==> src/rtl/pcie_rx_drain.sv <==
`timescale 1ns/1ps
// ---------------------------------------------------------------------------
// pcie_rx_drain
//
// Receive-side drain. Pulls 10-bit words from four egress FIFOs (lanes 4..7),
// merges them round-robin into one valid/ready stream through a small skid
// buffer, checks each word's destination field against its source lane and
// keeps per-lane delivered-word counters that can be read while idle.
//
// Ports
//   clk, reset (sync, active-low), init (re-initialise)
//   data4_in..data7_in : FIFO read data, valid the cycle after the pop
//   empty4..empty7     : FIFO empty flags
//   pop4..pop7         : FIFO pop strobes (at most one per cycle)
//   data_out, lane_out, valid_out, ready_in : merged output stream
//   err_dest           : sticky destination-mismatch flag
//   req, idx           : counter read request / lane select (IDLE only)
//   counter_out, cnt_valid : counter read response, one cycle after req
//   idle_out           : FSM is in IDLE
// ---------------------------------------------------------------------------
module pcie_rx_drain #(
    parameter int BUF_DEPTH = 4,
    parameter int CNT_W     = 5
) (
    input  logic             clk,
    input  logic             reset,
    input  logic             init,
    input  logic [9:0]       data4_in,
    input  logic [9:0]       data5_in,
    input  logic [9:0]       data6_in,
    input  logic [9:0]       data7_in,
    input  logic             empty4,
    input  logic             empty5,
    input  logic             empty6,
    input  logic             empty7,
    output logic             pop4,
    output logic             pop5,
    output logic             pop6,
    output logic             pop7,
    output logic [9:0]       data_out,
    output logic [1:0]       lane_out,
    output logic             valid_out,
    input  logic             ready_in,
    output logic             err_dest,
    input  logic             req,
    input  logic [1:0]       idx,
    output logic [CNT_W-1:0] counter_out,
    output logic             cnt_valid,
    output logic             idle_out
);

    localparam int AW = $clog2(BUF_DEPTH);
    localparam logic [AW+1:0] DEPTH_L = (AW+2)'(BUF_DEPTH);

    typedef enum logic [1:0] {
        S_RESET  = 2'd0,
        S_INIT   = 2'd1,
        S_IDLE   = 2'd2,
        S_ACTIVE = 2'd3
    } state_t;

    state_t r_state;
    state_t w_state_nxt;

    // skid buffer: {lane, word} entries
    logic [11:0]      r_mem [BUF_DEPTH];
    logic [AW-1:0]    r_wp;
    logic [AW-1:0]    r_rp;
    logic [AW:0]      r_occ;

    // pop issued last cycle; its data is on the FIFO read port this cycle
    logic             r_vld_p1;
    logic [1:0]       r_lane_p1;

    logic [1:0]       r_rr;
    logic [CNT_W-1:0] r_count [4];
    logic             r_err;
    logic [CNT_W-1:0] r_cnt_out;
    logic             r_cnt_vld;

    logic [3:0]       w_empty;
    logic [9:0]       w_din [4];
    logic [9:0]       w_cap_word;
    logic             w_clear;
    logic             w_run;
    logic [AW+1:0]    w_fill;
    logic             w_room;
    logic             w_grant;
    logic [1:0]       w_glane;
    logic [1:0]       w_cand;
    logic             w_pop_any;
    logic [3:0]       w_pop;
    logic             w_enq;
    logic             w_deq;
    logic [11:0]      w_head;

    assign w_empty = {empty7, empty6, empty5, empty4};
    assign w_din[0] = data4_in;
    assign w_din[1] = data5_in;
    assign w_din[2] = data6_in;
    assign w_din[3] = data7_in;

    // Buffer, pointers and in-flight tracking are wiped on reset, in the
    // RESET state and on every INIT cycle.
    assign w_clear = !reset || (r_state == S_RESET) || (r_state == S_INIT);
    // No new pops while init is requested so nothing lands after INIT begins.
    assign w_run   = reset && !init && (r_state == S_ACTIVE);

    // Reserve a slot for the word still on its way from the FIFO.
    assign w_fill = {1'b0, r_occ} + {{(AW+1){1'b0}}, r_vld_p1};
    assign w_room = (w_fill < DEPTH_L);

    // ---------------- FSM ----------------
    always_ff @(posedge clk) begin
        r_state <= w_state_nxt;
    end

    always_comb begin
        w_state_nxt = r_state;
        case (r_state)
            S_RESET:  w_state_nxt = S_INIT;
            S_INIT:   w_state_nxt = init ? S_INIT : S_IDLE;
            S_IDLE: begin
                if (init)
                    w_state_nxt = S_INIT;
                else if ((w_empty != 4'hF) || (r_occ != '0))
                    w_state_nxt = S_ACTIVE;
            end
            S_ACTIVE: begin
                if (init)
                    w_state_nxt = S_INIT;
                else if ((w_empty == 4'hF) && (r_occ == '0) && !r_vld_p1)
                    w_state_nxt = S_IDLE;
            end
            default:  w_state_nxt = S_RESET;
        endcase
        if (!reset)
            w_state_nxt = S_RESET;
    end

    // ---------------- stage p0: round-robin arbitration and pop ----------------
    always_comb begin
        w_grant = 1'b0;
        w_glane = r_rr;
        w_cand  = r_rr;
        for (int i = 0; i < 4; i++) begin
            w_cand = r_rr + 2'(i);
            if (!w_grant && !w_empty[w_cand]) begin
                w_grant = 1'b1;
                w_glane = w_cand;
            end
        end
    end

    assign w_pop_any = w_run && w_room && w_grant;

    always_comb begin
        w_pop = 4'b0000;
        if (w_pop_any)
            w_pop[w_glane] = 1'b1;
    end

    assign pop4 = w_pop[0];
    assign pop5 = w_pop[1];
    assign pop6 = w_pop[2];
    assign pop7 = w_pop[3];

    // ---------------- stage p1: capture FIFO read data into the buffer ----------------
    assign w_cap_word = w_din[r_lane_p1];
    assign w_enq      = r_vld_p1;
    assign w_deq      = valid_out && ready_in;

    always_ff @(posedge clk) begin
        if (w_clear) begin
            r_vld_p1 <= 1'b0;
            r_rr     <= 2'd0;
            r_wp     <= '0;
            r_rp     <= '0;
            r_occ    <= '0;
            r_err    <= 1'b0;
        end else begin
            r_vld_p1 <= w_pop_any;
            if (w_pop_any)
                r_rr <= w_glane + 2'd1;
            if (w_enq) begin
                r_wp <= r_wp + 1'b1;
                if (w_cap_word[9:8] != r_lane_p1)
                    r_err <= 1'b1;
            end
            if (w_deq)
                r_rp <= r_rp + 1'b1;
            case ({w_enq, w_deq})
                2'b10:   r_occ <= r_occ + 1'b1;
                2'b01:   r_occ <= r_occ - 1'b1;
                default: r_occ <= r_occ;
            endcase
        end
    end

    always_ff @(posedge clk) begin
        if (w_pop_any)
            r_lane_p1 <= w_glane;
        if (w_enq && !w_clear)
            r_mem[r_wp] <= {r_lane_p1, w_cap_word};
    end

    // ---------------- stage p2: buffer head drives the output stream ----------------
    assign w_head    = r_mem[r_rp];
    assign valid_out = (r_occ != '0) && ((r_state == S_IDLE) || (r_state == S_ACTIVE));
    assign data_out  = valid_out ? w_head[9:0]   : 10'd0;
    assign lane_out  = valid_out ? w_head[11:10] : 2'd0;
    assign err_dest  = r_err;
    assign idle_out  = (r_state == S_IDLE);

    // Delivered-word counters, wrapping at 2^CNT_W.
    always_ff @(posedge clk) begin
        if (w_clear) begin
            for (int i = 0; i < 4; i++)
                r_count[i] <= '0;
        end else if (w_deq) begin
            r_count[lane_out] <= r_count[lane_out] + 1'b1;
        end
    end

    // Counter read port: answers only requests made in IDLE.
    always_ff @(posedge clk) begin
        if (!reset) begin
            r_cnt_out <= '0;
            r_cnt_vld <= 1'b0;
        end else if ((r_state == S_IDLE) && req) begin
            r_cnt_out <= r_count[idx];
            r_cnt_vld <= 1'b1;
        end else begin
            r_cnt_out <= '0;
            r_cnt_vld <= 1'b0;
        end
    end

    assign counter_out = r_cnt_out;
    assign cnt_valid   = r_cnt_vld;

endmodule

==> config.mk <==
export PLATFORM = sky130hd
export DESIGN_NAME = pcie_rx_drain
export DESIGN_NICKNAME = d
export VERILOG_FILES = /design/src/rtl/pcie_rx_drain.sv
export SDC_FILE = /design/constraint.sdc
export NUM_CORES = 1
export LEC_CHECK = 0
export CORE_ASPECT_RATIO = 0.9
export CORE_MARGIN = 10
export CORE_UTILIZATION = 55
export DETAILED_ROUTE_END_ITERATION = 7
export HOLD_SLACK_MARGIN = 0.08
export PLACE_DENSITY = 0.79
export SLEW_MARGIN = 20
export SYNTH_ARGS = -nofsm -noshare
export SYNTH_HDL_FRONTEND = slang
export SYNTH_SLANG_ARGS = --single-unit
==> constraint.sdc <==
create_clock -name clk -period 8.1 [get_ports clk]
set_clock_uncertainty 0.15 [all_clocks]
set_input_delay 0.81 -clock clk [delete_from_list [all_inputs] [get_ports clk]]
set_output_delay 0.81 -clock clk [all_outputs]
set_load 0.01 [all_outputs]
==> summary.md, run 1 <==
| Metric | Value |
|---|---|
| Die X | 113 µm |
| Area occupied by registers | 2520 µm² |
| RSZ-0062 raised after global routing | no |
| # IOs | 76 |
| Fmax | 0.245 GHz |
| Routing usage on met1 | 19.0% |
| Asr flop ratio synth | 0% |
| Clock tree root buffer cell | clkbuf_8 |
| CP endpoint kind | flop |
| Dominant synthesized flop cell | edfxtp_1 |
| Area leader, netlist | edfxtp_1 |
| Post-cts gate resize count | 0 |
| Core ar. | 7580 µm² |
| Yosys cell types | 46 |
| PD cells | 160 nW/µm² |
| M2 GR Usage | 27.6% |
| Initial Utilization | 56.8% |
| Design area | 5310 µm² |
| Num rows | 30 |
| Vias in the first global route | 2,973 |
| Synthesis-stage register bit count | 91 |
| ANT cells | 0 |
| First-pass GRT wire length | 15,400 µm |
| Status | finished, final reports clean |
| Crit-path max FO | 12 |
| Vias per cell | 5.93 |
| P&R area growth vs syn | 23.2% |
| DP Area | 5120 µm² |
| Layout cells sized above 1 | 11.9% |
| Leakage | 1.80 nW |
| H-tree levels | 3 |
| Syn Inst Count | 307 |
| Initial antenna violation count | 0 |
| Post CTS Setup Buffer Count | 0 |
| Multi-input logic area | 1660 µm² |
| Nets@finish | 443 |
| Largest net degree at the start of global routing | 19 |
| # clock sinks | 91 |
| Final ANT Viol Nets | 0 |
| EDFF count, synth | 70 |
| M3 GR Usage | 6.40% |
| Ys Warns | 0 |
| TNS Setup | 0 ns |
| Final Slew Violations | 0 |
| Worst-Margin Slew | 0.829 ns |
| Clk_lat worst skew | 0.36 ns |
| Gpl congestion | 0.866 |
| WP data arrival | 4.04 ns |
| Crit Path Category | reg2reg |
| Hpwl dp | 7030 µm |
| Routed WL | 9560 µm |
| Syn_area_per_cell | 14.0 µm² |
| Die area | 11,800 µm² |
| CTS Hold Bufs | 0 |
| Main area contributors after synthesis | edfxtp_1 (49%), mux4_2 (14%), dfxtp_1 (9.8%) |
| Initial DRC count | 160 |
| CTS clk-pin slew, worst paths | 0.09 ns |
| Total track usage | 16.3% |
| # fillers | 540 |
| Fin crit share | 50.3% |
| Remaining global-route overflow | 0 |
| Period minus WS final | 4.07 ns |
| Sequential share of the synthesized area | 58.6% |
| Port bufs | 75 |
| Pre-CTS setup slack | 4.04 ns |
| Post-synth net total | 369 |
| Synthesized area | 4310 µm² |
| Worst EP required | 8.06 ns |
| Hold WC Path Type | reg2reg |
| Clock tree from TritonCTS | done |
| GRT Max-Usage Layer | met2 |
| Power Total | 852 µW |
| Worst slew margin | 44.6% |
| Final setup violation count | 0 |
| CTS buffer count | 9 |
| Setup slack after layout | 4.03 ns |
| Residual DRC | 0 |
| Max-cap violation count | 0 |
| Fin. Hold Viols | 0 |
| CP Launch Type | flop |
| VDD IR-drop max | 111 µV |
| Drt first pass iters | 4 |
| Synth top area share | 48.8% |
| Chip height | 104 µm |
| Wire per inst | 19.8 µm |
| Routed vias | 2,856 |
| CTS Buffer Depth | 2 |
| Fin util | 70.0% |
==> power by group <==
group          total (mW)  leakage [nW]  internal [mW]  switching (mW)
clock               0.293        0.0948          0.139           0.154
combinational      0.0515         0.848         0.0328          0.0187
sequential          0.508         0.859          0.504         0.00399
total               0.852          1.80          0.675           0.176
==> routing by layer <==
layer,share of wire [%],vias to the layer above
li1,-,1300
met1,37,1406
met2,52,133
met3,9.1,17
met4,1.6,0
met5,0,-
==> metrics by stage <==
step / cells / hold slack (ns)
after floorplan: 307 / 0.331
after global placement: 466 / 0.328
after detailed placement: 466 / 0.350
after CTS: 482 / 0.377
after global routing: 482 / 0.434
final: 482 / 0.367
==> registers in the layout, indices dropped and copies added, names as in the netlist, 2 cells and up, named ones only <==
signal and count:
r_mem 48, r_state 2, r_rp 2, counter_out 5, r_lane_p1 2, r_rr 2, r_wp 2, r_count 20
r_occ 3
==> Yosys cell counts, drive strengths merged, types with 6 or more instances <==
cell type / n
edfxtp: 70
nor2: 35
mux4: 27
dfxtp: 21
and2: 17
inv: 17
nand2: 13
ha: 10
mux2i: 10
nand3: 9
clkbuf: 8
nor2b: 7
o21ai: 6
xor2: 6
==> critical path, stage by stage (launching register included) <==
cell	delay (ns)
dfxtp_1	0.87
mux4_2	0.72
and2_1	0.34
a22oi_1	0.28
o31a_1	0.25
ha_1	0.28
and3_1	0.18
and4b_1	0.21
nor3_2	0.06
a21boi_2	0.16
xnor2_1	0.24
o21ai_1	0.09
==> final timing paths <==
| kind | startpoint | endpoint | slack (ns) | cells past startpoint |
|---|---|---|---|---|
| worst max register to register | flop | r_count[3][4]$_DFFE_PP_ | 4.03 | 11 |
| worst min register to register | err_dest$_SDFFE_PP0P_ | err_dest$_SDFFE_PP0P_ | 0.37 | 2 |
| worst min-delay path | err_dest$_SDFFE_PP0P_ | err_dest$_SDFFE_PP0P_ | 0.37 | 2 |
| worst max-delay path | flop | r_count[3][4]$_DFFE_PP_ | 4.03 | 11 |
==> kinds of logic (layout without fill, tap and decap cells) <==
family / Yosys count / count (layout) / share of synthesized area, %
and+or+nand+nor: 102 / 102 / 12.2
DFF: 91 / 91 / 58.6
muxes: 37 / 37 / 16.4
buffers and inverters: 29 / 108 / 2.90
AOI/OAI and AO/OA: 28 / 28 / 4.73
adders and majority gates: 11 / 11 / 3.37
xor gates and xnor gates: 9 / 9 / 1.83
==> area by class of cell <==
cell class	instances	area share [%]
Multi-Input combinational cell	187	31.3
Tap cell	96	2.26
Timing Repair Buffer	75	14.1
Sequential cell	91	47.5
Clock inverter	3	0.401
Clock buffer	13	3.21
Inverter	17	1.20
==> placed cells by master (no fill, tap or decap), types with 2 or more instances in the layout <==
master	count
mux2i_1	10
nor2_1	35
a21oi_1	4
clkdlybuf4s50_1	75
mux4_2	27
o31a_1	4
xnor2_1	3
and4_1	2
o21ai_1	2
a211oi_1	2
clkbuf_8	10
ha_1	10
nand2_1	12
and2_1	17
nor3_1	3
nand4_1	3
o21ai_0	4
inv_1	16
edfxtp_1	70
dfxtp_1	21
nand3_1	9
or3_1	2
a22oi_1	3
xor2_1	6
clkbuf_1	2
and3_1	5
nor2b_1	7
No activity file was read; power rests on OpenSTA's default activity.
==> inputs of run 2 (changes only) <==
CORE_UTILIZATION = 48   (was 55)
PLACE_DENSITY = 0.73   (was 0.79)
clock period = 3.3 ns   (was 8.1 ns; I/O delays follow)
==> run 2 against run 1 <==
Sequential power up 150%. Highest routed layer unchanged. Register-to-register slack worse by 3.8 ns. Sequential share of layout area decreased by 1.0 points. Global-route usage down 1.5 points. First-iteration DRC count increased by 5.0%. Routed wire length barely moved. Utilization down 7.3 points. Critical path depth did not move. Critical path type unchanged. Non-clock buffer count increased by 11. Die area grew 12%. Maximum frequency grew 31%.
==> summary.md, run 2 (synthesis results as in run 1) <==
| Metric | Value |
|---|---|
| Status | finished, final reports clean |
| Fmax | 0.321 GHz (+31%) |
| Worst path top cell family by delay | simple AND/OR/NAND/NOR gates |
| CTS Buffer Depth | 2 (unchanged) |
| Vias in the first global route | 2,982 (+0.30%) |
| WL met3 | 531 µm (-39%) |
| Most common cell after layout, fill and taps aside | clkdlybuf4s50_1 |
| Largest net degree at the start of global routing | 19 (unchanged) |
| Fin crit share | 94.4% (+44 points) |
| Final ANT Viol Nets | 0 (unchanged) |
| Placed Cells | 500 (+7.3%) |
| Routed vias | 2,843 (-0.46%) |
| Wire per inst | 18.5 µm (-6.5%) |
| Remaining global-route overflow | 0 (unchanged) |
| Crit path largest cell delay | 0.49 ns (-0.38 ns) |
| Chip height | 110 µm (+5.7%) |
| Hold Crit Depth | 2 (unchanged) |
| Worst Reg-to-Reg Cells | 11 (unchanged) |
| Worst slew margin | 52.9% (+8.2 points) |
| Met2 Wirelength | 4980 µm (-0.54%) |
| # IOs | 76 (unchanged) |
| Routed met1 length | 3890 µm (+10%) |
| Initial DRC count | 168 (+5.0%) |
| Core ar. | 8650 µm² (+14%) |
| Largest reg by FF count | r_mem |
| Gpl congestion | 0.907 (+4.8%) |
| First-pass GRT wire length | 15,400 µm (-0.40%) |
| Post-Layout Cell Count | 516 (+7.1%) |
| Worst hold endpoint | err_dest$_SDFFE_PP0P_ |
| Initial Utilization | 49.8% (-7.0 points) |
| CTS Hold Bufs | 0 (unchanged) |
| P&R area growth vs syn | 25.9% |
| Layout cells sized above 1 | 14.9% (+2.9 points) |
| Area occupied by registers | 2520 µm² (about the same) |
| CP endpoint kind | flop |
| VDD IR-drop max | 277 µV (+150%) |
| Port bufs | 75 (unchanged) |
| Max reg flops | 48 (unchanged) |
| Worst-Margin Slew | 0.707 ns (-0.122 ns) |
| CP max-delay cell | dfxtp_1 |
| # fillers | 686 (+27%) |
| Residual DRC | 0 (unchanged) |
| Cell Chain, Critical Path | mux4_2 > buf_4 > nand2_2 > o31a_1 > ha_1 > and3_1 > and4b_1 > nor3_2 > a21boi_2 > xnor2_1 > o21ai_1 |
| Initial antenna violation count | 0 (unchanged) |
| Crit-path max FO | 7 (-5) |
| PD cells | 384 nW/µm² (+140%) |
| Highest routed layer | met4 |
| # clock sinks | 91 (unchanged) |
| Commonest cells after routing, fill and taps aside | clkdlybuf4s50_1 (75), edfxtp_1 (70), nor2_1 (35) |
| Hold WC Path Type | reg2reg |
| Total track usage | 14.9% (-1.5 points) |
| H-tree levels | 3 (unchanged) |
| Vias per cell | 5.51 (-7.0%) |
| Drt first pass iters | 4 (unchanged) |
| Leakage | 1.85 nW (+2.9%) |
| CTS buffer count | 9 (unchanged) |
| Design area | 5430 µm² (+2.2%) |
| Multi-input logic area | 1670 µm² (+0.53%) |
| Final setup violation count | 0 (unchanged) |
| DP Area | 5230 µm² (+2.2%) |
| RSZ-0062 raised after global routing | no |
| Routed WL | 9560 µm (about the same) |
| HP Start | err_dest$_SDFFE_PP0P_ |
| Crit Path Category | reg2reg |
| Clock tree root buffer cell | clkbuf_8 |
| Max-cap violation count | 0 (unchanged) |
| Critical Path Stages | 11 (unchanged) |
| Hpwl dp | 7380 µm (+4.9%) |
| CP Launch Type | flop |
| Period minus WS final | 3.11 ns (-0.960 ns) |
| Final Slew Violations | 0 (unchanged) |
| Worst EP required | 3.25 ns (-4.81 ns) |
| Nets@finish | 454 (+2.5%) |
| Fin. Hold Viols | 0 (unchanged) |
| Clk_lat worst skew | 0.34 ns (-0.02 ns) |
| ANT cells | 0 (unchanged) |
| Clock tree from TritonCTS | done |
| Crit path buf inv count | 1 (+1) |
| End of the worst register-to-register path | r_count[3][4]$_DFFE_PP_ |
| Die area | 13,200 µm² (+12%) |
| Die X | 120 µm (+5.8%) |
| CTS clk-pin slew, worst paths | 0.08 ns (about the same) |
| WP data arrival | 3.06 ns (-0.98 ns) |
| TNS Setup | 0 ns (unchanged) |
| Num rows | 32 (+6.7%) |
| Reg2reg setup slack | 0.19 ns (-3.84 ns) |
-- run 2: changes by cell type in the layout (fill, tap and decap cells not counted), sizes merged --
| cell | delta |
|---|---|
| clkbuf | -2 |
| buf | +11 |
| clkinv | +1 |
| bufinv | +1 |
-- run 2: what timing repair did --
action | CTS | global route
endpoints found under the setup margin | 0 | 2
endpoints found under the hold margin | 0 | 0
resized for setup | 0 | 3
buffers inserted | 0 | 0
-- run 2: layout make-up --
| class | count | share of cell area, % |
|---|---|---|
| clock buffer | 11 | 2.42 |
| clock inverter | 5 | 1.01 |
| inverter | 17 | 1.18 |
| multi-input combinational | 187 | 30.8 |
| sequential | 91 | 46.5 |
| tap | 119 | 2.74 |
| timing repair buffer | 86 | 15.4 |
-- run 2: through the flow --
step | total power [mW] | worst slack [ns] | util [%] | hold slack, ns
global placement | 1.39 | 0.237 | 60.5 | 0.302
floorplan | 1.32 | 0.150 | - | 0.256
CTS | 2.09 | 0.0907 | 62.6 | 0.345
finish | 2.08 | 0.186 | 62.7 | 0.347
global route | 2.16 | 0.0217 | 62.7 | 0.385
detailed placement | 1.40 | 0.102 | 60.5 | 0.317
-- run 2: how the worst max path moves through the flow --
stage               slack (ns)                       to
floorplan                 0.15  r_count[3][4]$_DFFE_PP_
global placement          0.24  r_count[3][4]$_DFFE_PP_
detailed placement        0.10  r_count[3][4]$_DFFE_PP_
CTS                       0.09  r_count[3][4]$_DFFE_PP_
global route              0.02  r_count[3][4]$_DFFE_PP_
finish                    0.19  r_count[3][4]$_DFFE_PP_
-- run 2: routing by layer --
metal	up-vias	GRT usage, %
met3	16	4.36
met4	0	4.73
li1	1328	-
met5	-	0
met1	1414	17.0
met2	85	26.5
-- run 2: power breakdown --
group	switching, mW	total (mW)	internal (mW)
Clock	0.361	0.709	0.348
Sequential	0.00936	1.25	1.24
Combinational	0.0462	0.128	0.0817
-- run 2: worst register-to-register path: stages, from the launching register on --
cell      delay, ns
dfxtp_1        0.49
mux4_2         0.33
buf_4          0.18
nand2_2        0.12
o31a_1         0.30
ha_1           0.23
and3_1         0.18
and4b_1        0.20
nor3_2         0.23
a21boi_2       0.22
xnor2_1        0.16
o21ai_1        0.08
==> inputs of run 3 (changes only) <==
--- a/config.mk
+++ b/config.mk
@@ -10,2 +10,4 @@
 export CORE_UTILIZATION = 48
+export CTS_CLUSTER_DIAMETER = 30
+export CTS_CLUSTER_SIZE = 25
 export DETAILED_ROUTE_END_ITERATION = 7
==> constraint.sdc (replaced) <==
create_clock -name clk -period 3.3 [get_ports clk]
set_clock_uncertainty 0.15 [all_clocks]
set_input_delay 0.66 -clock clk [delete_from_list [all_inputs] [get_ports clk]]
set_output_delay 0.66 -clock clk [all_outputs]
set_load 0.01 [all_outputs]
==> run 3 against run 2 <==
Critical path depth shrank 2. Power decreased by 3.4%. Final area rose by 2.3%. Combinational power is 5% higher. Worst setup slack got worse by 0.025 ns. Critical path type is now in2out. Register-to-register slack barely moved. Routed wire length shrank 3.9%. Via count shrank 1.1%. Maximum frequency fell by 0.81%. Global-route usage down 0.20 points.
==> summary.md, run 3 (synthesis results as in run 1) <==
| Metric | Value |
|---|---|
| Post-Layout Cell Count | 536 (+3.9%) |
| GRT Max-Usage Layer | met2 |
| CTS clk-pin slew, worst paths | 0.08 ns (about the same) |
| DP Area | 5390 µm² (+3.0%) |
| Hpwl dp | 7230 µm (-2.0%) |
| Worst slew margin | 74.9% (+22 points) |
| Initial DRC count | 154 (-8.3%) |
| Vias per cell | 5.25 (-4.8%) |
| PD cells | 362 nW/µm² (-5.6%) |
| Clock tree from TritonCTS | done |
| Initial antenna violation count | 0 (unchanged) |
| H-tree levels | 3 (unchanged) |
| Leakage | 1.96 nW (+6.0%) |
| Hold WC Path Type | reg2reg |
| Max reg flops | 48 (unchanged) |
| Hold slack | 0.341 ns (-0.00545 ns) |
| Worst EP required | 2.49 ns (-0.76 ns) |
| Largest reg by FF count | r_mem |
| Residual DRC | 0 (unchanged) |
| Port bufs | 75 (unchanged) |
| Worst hold endpoint | err_dest$_SDFFE_PP0P_ |
| TNS Setup | 0 ns (unchanged) |
| Nets@finish | 475 (+4.6%) |
| Post CTS Setup Buffer Count | 0 (unchanged) |
| Reg2reg setup slack | 0.18 ns (about the same) |
| Clock tree root buffer cell | clkbuf_8 |
| CTS buffer count | 9 (unchanged) |
| Max-cap violation count | 0 (unchanged) |
| # IOs | 76 (unchanged) |
| Period minus WS final | 3.14 ns (+0.0254 ns) |
| Core ar. | 8650 µm² (unchanged) |
| End of the worst register-to-register path | r_count[3][4]$_DFFE_PP_ |
| Fin crit share | 95.1% (+0.77 points) |
| Remaining global-route overflow | 0 (unchanged) |
| Placed Cells | 521 (+4.2%) |
| Worst Reg-to-Reg Cells | 11 (unchanged) |
| Commonest cells after routing, fill and taps aside | clkdlybuf4s50_1 (71), edfxtp_1 (70), nor2_1 (35) |
| Final setup violation count | 0 (unchanged) |
| Num rows | 32 (unchanged) |
| Most common cell after layout, fill and taps aside | clkdlybuf4s50_1 |
| Routing usage on met1 | 18.2% (+1.2 points) |
| Total track usage | 14.7% (-0.20 points) |
| Drt first pass iters | 4 (unchanged) |
| M2 GR Usage | 24.6% (-1.8 points) |
| First-pass GRT wire length | 15,200 µm (-0.90%) |
| VDD IR-drop max | 230 µV (-17%) |
| Crit-path max FO | 5 (-2) |
| Initial Utilization | 49.8% (unchanged) |
| Die area | 13,200 µm² (unchanged) |
| Vias in the first global route | 2,941 (-1.4%) |
| Crit Path Category | in2out |
| Status | finished, final reports clean |
| Cell Chain, Critical Path | clkdlybuf4s50_1 > buf_4 > o221ai_1 > o21ai_0 > nand2_1 > inv_1 > ha_1 > and2_1 > dlygate4sd2_1 |
| Routed vias | 2,812 (-1.1%) |
| Layout cells sized above 1 | 20.1% (+5.3 points) |
| HP Start | err_dest$_SDFFE_PP0P_ |
| Fmax | 0.319 GHz (-0.81%) |
| Final ANT Viol Nets | 0 (unchanged) |
| Gpl congestion | 0.859 (-5.3%) |
| Worst-Margin Slew | 0.375 ns (-0.332 ns) |
| Wire per inst | 17.1 µm (-7.4%) |
| Crit path largest cell delay | 0.42 ns (-0.07 ns) |
| Clk_lat worst skew | 0.35 ns (about the same) |
| WP data arrival | 2.33 ns (-0.73 ns) |
| Die X | 120 µm (unchanged) |
| Largest net degree at the start of global routing | 18 (-1) |
| Final Slew Violations | 0 (unchanged) |
| Design area | 5550 µm² (+2.3%) |
| M3 GR Usage | 3.69% (-0.67 points) |
| CP Launch Type | input port |
| Fin. Hold Viols | 0 (unchanged) |
| P&R area growth vs syn | 28.8% |
| Hold Crit Depth | 2 (unchanged) |
| # clock sinks | 91 (unchanged) |
| Chip height | 110 µm (unchanged) |
| CP max-delay cell | clkdlybuf4s50_1 |
| CTS Hold Bufs | 0 (unchanged) |
| CTS Buffer Depth | 2 (unchanged) |
| Routed WL | 9190 µm (-3.9%) |
| CP endpoint kind | output pin |
| ANT cells | 0 (unchanged) |
[run 3: cell count changes in the layout (fill, tap and decap cells not counted), sizes merged]
cell           previous run  this run
dlygate4sd2               0         2
clkinv                    3         5
bufinv                    1         0
buf                      11        32
clkdlybuf4s50            75        71
[run 3: report_power, final]
group	internal (mW)	leakage, nW	switching (mW)	total, mW
clock	0.263	0.0799	0.368	0.631
combinational	0.0886	1.03	0.0468	0.135
sequential	1.24	0.860	0.00822	1.24
[run 3: layout make-up]
class | instances | area (µm²)
well taps | 119 | 149
repair buffers | 107 | 978
fillers | 681 | 3100
flip-flops and latches | 91 | 2520
clock buffers | 9 | 124
multi-input cells | 187 | 1680
clock inverters | 6 | 33.8
inverters | 17 | 63.8
[run 3: how the worst max path moves through the flow]
stage | cells after the start | from | slack (ns) | end
after floorplan | 12 | flop | 0.15 | r_count[3][4]$_DFFE_PP_
after global placement | 9 | empty5 | -0.12 | pop5
after detailed placement | 9 | empty5 | -0.19 | pop5
after CTS | 9 | empty5 | 0.01 | pop5
after global routing | 12 | flop | -0.0005 | r_count[2][4]$_SDFFCE_PN0P_
final | 9 | empty4 | 0.16 | pop7
[run 3: repair_timing]
item / 4_1_cts / 5_1_grt
setup endpoints to repair: 4 / 7
pin swaps: 0 / 0
resized for setup: 5 / 8
cloned: 0 / 0
[run 3: layer usage]
layer / up-vias / routed length (µm)
li1: 1363 / -
met2: 61 / 4720
met4: 0 / 150
met5: - / 0
met1: 1376 / 3820
met3: 12 / 497
[run 3: worst max-delay path, delay by kind of cell]
family / cells / cell delay (ns)
compound gates: 2 / 0.28
buf+inv: 4 / 0.95
fa+ha+maj: 1 / 0.18
simple gates: 2 / 0.26
[run 3: stage by stage]
stage | setup slack (ns) | total power [mW] | utilization, %
floorplan | 0.150 | 1.32 | -
global placement | -0.120 | 1.40 | 62.3
detailed placement | -0.190 | 1.41 | 62.3
CTS | 0.0127 | 2.03 | 64.0
global route | -0.000480 | 2.08 | 64.2
finish | 0.161 | 2.01 | 64.2
